`src/rtl/muldiv_ctrl.sv`:
```
// muldiv_ctrl: sequences one multiply or divide at a time for the execute
// stage. It latches operands, launches the external multiplier or divider,
// stalls the pipeline while the operation runs, captures the result into
// the HI/LO registers, and commits it through a single-cycle DONE state.
// The multiplier product is taken on the closing edge of the MUL_LAT-th
// MUL cycle (the cycle in which the down-counter reaches 0).
module muldiv_ctrl #(
  parameter int MUL_LAT = 4
) (
  input  logic        clk,
  input  logic        resetn,
  input  logic        flush,
  input  logic        op_start,
  input  logic        op_div,
  input  logic        op_sign,
  input  logic [31:0] src_a,
  input  logic [31:0] src_b,
  output logic        stall_req,
  output logic        busy,
  output logic        div_start,
  output logic        div_annul,
  output logic        div_signed,
  output logic [31:0] div_opa,
  output logic [31:0] div_opb,
  input  logic        div_ready,
  input  logic [63:0] div_result,
  output logic        mul_start,
  output logic        mul_signed,
  output logic [31:0] mul_opa,
  output logic [31:0] mul_opb,
  input  logic [63:0] mul_result,
  output logic        hilo_we,
  output logic [31:0] hi_out,
  output logic [31:0] lo_out
);

  typedef enum logic [1:0] {IDLE, MUL, DIV, DONE} state_t;

  localparam logic [3:0] CNT_INIT = 4'(MUL_LAT - 1);

  state_t      state_q, state_d;
  logic [3:0]  cnt_q, cnt_d;
  logic        commit_q, commit_d;
  logic        sign_q;
  logic [31:0] opa_q, opb_q, hi_q, lo_q;
  logic        latch, cap_mul, cap_div;

  // State, latency counter and commit flag
  always_ff @(posedge clk or negedge resetn) begin
    if (!resetn) begin
      state_q  <= IDLE;
      cnt_q    <= '0;
      commit_q <= 1'b0;
    end else begin
      state_q  <= state_d;
      cnt_q    <= cnt_d;
      commit_q <= commit_d;
    end
  end

  // Next state, strobes and stall; op_start is only looked at in IDLE
  always_comb begin
    state_d   = state_q;
    cnt_d     = cnt_q;
    commit_d  = commit_q;
    latch     = 1'b0;
    cap_mul   = 1'b0;
    cap_div   = 1'b0;
    stall_req = 1'b0;
    div_start = 1'b0;
    div_annul = 1'b0;
    mul_start = 1'b0;
    hilo_we   = 1'b0;
    case (state_q)
      IDLE: begin
        if (op_start && !flush) begin
          stall_req = 1'b1;
          latch     = 1'b1;
          if (!op_div) begin
            state_d = MUL;
            cnt_d   = CNT_INIT;
          end else if (src_b != '0) begin
            state_d = DIV;
          end else begin
            // divide by zero: pass through DONE without committing
            state_d  = DONE;
            commit_d = 1'b0;
          end
        end
      end
      MUL: begin
        stall_req = 1'b1;
        mul_start = (cnt_q == CNT_INIT);
        if (flush) begin
          state_d = IDLE;
          cnt_d   = '0;
        end else if (cnt_q == '0) begin
          cap_mul  = 1'b1;
          commit_d = 1'b1;
          state_d  = DONE;
        end else begin
          cnt_d = cnt_q - 4'd1;
        end
      end
      DIV: begin
        stall_req = 1'b1;
        div_start = 1'b1;
        // flush wins over a same-cycle div_ready
        if (flush) begin
          div_annul = 1'b1;
          state_d   = IDLE;
        end else if (div_ready) begin
          cap_div  = 1'b1;
          commit_d = 1'b1;
          state_d  = DONE;
        end
      end
      DONE: begin
        hilo_we  = commit_q & ~flush;
        commit_d = 1'b0;
        state_d  = IDLE;
      end
      default: state_d = IDLE;
    endcase
    // state is already IDLE under reset; only the op_start path needs masking
    if (!resetn) stall_req = 1'b0;
  end

  // Operand latch and HI/LO result registers
  always_ff @(posedge clk or negedge resetn) begin
    if (!resetn) begin
      sign_q <= 1'b0;
      opa_q  <= '0;
      opb_q  <= '0;
      hi_q   <= '0;
      lo_q   <= '0;
    end else begin
      if (latch) begin
        sign_q <= op_sign;
        opa_q  <= src_a;
        opb_q  <= src_b;
      end
      if (cap_mul) begin
        hi_q <= mul_result[63:32];
        lo_q <= mul_result[31:0];
      end else if (cap_div) begin
        hi_q <= div_result[63:32];
        lo_q <= div_result[31:0];
      end
    end
  end

  assign busy       = (state_q != IDLE);
  assign div_signed = sign_q;
  assign mul_signed = sign_q;
  assign div_opa    = opa_q;
  assign div_opb    = opb_q;
  assign mul_opa    = opa_q;
  assign mul_opb    = opb_q;
  assign hi_out     = hi_q;
  assign lo_out     = lo_q;

endmodule
```
`config.mk`:
```
export PLATFORM = sky130hd
export DESIGN_NAME = muldiv_ctrl
export DESIGN_NICKNAME = d
export VERILOG_FILES = /design/src/rtl/muldiv_ctrl.sv
export SDC_FILE = /design/constraint.sdc
export NUM_CORES = 1
export LEC_CHECK = 0
export CAP_MARGIN = 20
export CORE_AREA = 8 8 147 149
export CTS_CLUSTER_SIZE = 40
export DETAILED_ROUTE_END_ITERATION = 7
export DIE_AREA = 0 0 155 157
export DONT_BUFFER_PORTS = 1
export REMOVE_ABC_BUFFERS = 1
export SLEW_MARGIN = 25
export SYNTH_ARGS = -nofsm -noshare
export SYNTH_HDL_FRONTEND = slang
export SYNTH_SLANG_ARGS = --single-unit
```
`constraint.sdc`:
```
create_clock -name clk -period 2.25 [get_ports clk]
set_input_delay 0.45 -clock clk [delete_from_list [all_inputs] [get_ports clk]]
set_output_delay 0.45 -clock clk [all_outputs]
set_load 0.05 [all_outputs]
```
==> reports/results.ini <==
[yosys]
synth_edf_count=0
ys_seq_elements=136
async_flop_share=1.00
yosys_warnings=0
syn_area_sq_um=6610
seq_area_frac_synth=0.515
synth_area_per_cell_sq_um=9.39
synthCells=704
synth.distinct_cells=45
synthFlopType=dfrtp_1

[detailed_routing]
drt_iter0_drc=267
vias=4664
drc=0
vias_per_cell=4.74
drt_first_pass_iters=4
routedWlPerCell_um=20.5
drt_wl_total_um=20200
postRouteAntennaNets=0

[worst_setup_path]
regToRegSetupSlack_ps=100
crit_type=reg -> out
endpoint_kind=output pin
r2r_end=hi_out[14]
reg2reg_from=state_q[1]
worstPathArrival_ps=1740
rr_worst_depth=8
cp-start-kind=flop
cp_max_fo=3
cp.required_ps=1800

[cts]
cts_sinks=136
insertion_delay_ps=410
cts_inserted_buffers=17
cts_tree=yes
h-tree-depth=4
path_clk_slew_ps=60
cts-root-buf=clkbuf_16
clk_path_buf_depth=2

[finish]
finish.instance_area_sq_um=7560
drive_gt1_frac=0.182
final_common_cell=nand2_1
area_growth_syn_to_layout_pct=14.3
utilization=0.393
nNetsFinal=909
layout_common_cells=nand2_1, dfrtp_1, buf_4, mux2i_1, o21ai_0

[timing]
period_share=0.973
final_hold_viol_count=136
fmax_mhz=457
period_needed_ps=2190
whs_ps=-274
relSlewSlack=0.554
slew_viol_final=0
rsz0062_at_grt=yes
finClkSkew_ps=12.6
setup_slack_ps=60.9
tightest_slew_ps=669
setup_viol=0

[placement]
preCtsSetupSlack_ps=305
dp_hpwl_um=15200
gp_congestion=0.812
port_buffers=0
dpl_cell_area_sq_um=6880

[floorplan]
core_sq_um=19200
start_util=0.344
ios=399
fp.dieH_um=157
num_rows=51
die_w_um=155
die_area_sq_um=24300

[global_routing]
grt_pass1_wl_um=29500
track_usage=0.159
grt-ovfl-total=0
antenna_found_initial=1
grt_max_degree=138
grt_pass1_vias=4718

[hold_path]
hold_class=in -> async

[run]
drv_cap=0

[status]
violations=negative hold slack
status=finished with violations

-- metrics by stage --
stage / TNS, ps / std cells
2_1_floorplan: -203510 / 601
3_3_place_gp: 0 / 945
3_5_place_dp: 0 / 945
4_1_cts: -27.7 / 978
5_1_grt: -37.4 / 983
6_report: 0 / 983
-- sequential cells by signal, indices dropped and copies added, names as in the netlist --
register	cells
div_opb	32
lo_out	32
cnt_q	4
hi_out	32
div_opa	32
state_q	2
commit_q	1
div_signed	1
-- worst max path at each step --
stage,slack [ps],from,end,cells after the start
6_report,60,state_q[1],mul_start,5
5_1_grt,-20,state_q[0],stall_req,7
4_1_cts,-30,state_q[0],stall_req,7
3_5_place_dp,300,state_q[1],state_q[1],6
3_3_place_gp,310,cnt_q[0],state_q[0],6
2_1_floorplan,-2690,state_q[1],stall_req,6
-- per-layer routing --
metal  vias up  wire, um  GRT usage
li1       2230         -          -
met1      2159      7510      0.173
met2       252     10200      0.272
met3        23      2240     0.0672
met4         0       268     0.0635
met5         -         0          0
-- kinds of logic after synthesis --
group | count (synthesis) | synth area share
compound gates | 88 | 0.0780
xor+xnor | 1 | 0.00133
fa+ha+maj | 7 | 0.0133
buf+inv | 110 | 0.113
flops | 136 | 0.515
mux | 64 | 0.0969
simple gates | 298 | 0.183
-- worst max-delay path, stage by stage (launching register included) --
cell	delay, ps
dfrtp_1	390
inv_2	90
ha_1	170
or3b_4	410
nor2_4	120
buf_8	150
-- cell type report --
type	count	area [sq um]
Fill cell	1945	11700
Sequential cell	136	3400
Multi-Input combinational cell	458	2490
Timing Repair Buffer	83	684
Clock buffer	20	447
Tap cell	265	332
Clock inverter	12	165
Inverter	7	26.3
Antenna cell	2	5.00
-- cells in the mapped netlist (all sizes together) (3+ instances only) --
cell | n | area, sq um
a21oi | 5 | 25.0
buf | 94 | 679
clkbuf | 9 | 38.8
dfrtp | 136 | 3400
ha | 7 | 87.6
inv | 7 | 26.3
mux2i | 64 | 641
nand2 | 262 | 983
nor2 | 10 | 45.0
nor4 | 8 | 50.1
o21ai | 67 | 354
or3b | 3 | 28.8
-- timing repair --
| item | in CTS | in global routing |
|---|---|---|
| setup buffers | 1 | 3 |
| hold endpoints to repair | 136 | 136 |
| setup endpoints to repair | 2 | 3 |
| cloned | 0 | 0 |
| resized for setup | 5 | 4 |
Power is left out: the tool's default activity adds up to more than one toggle a clock period on the data nets, which glitch-free logic cannot reach.
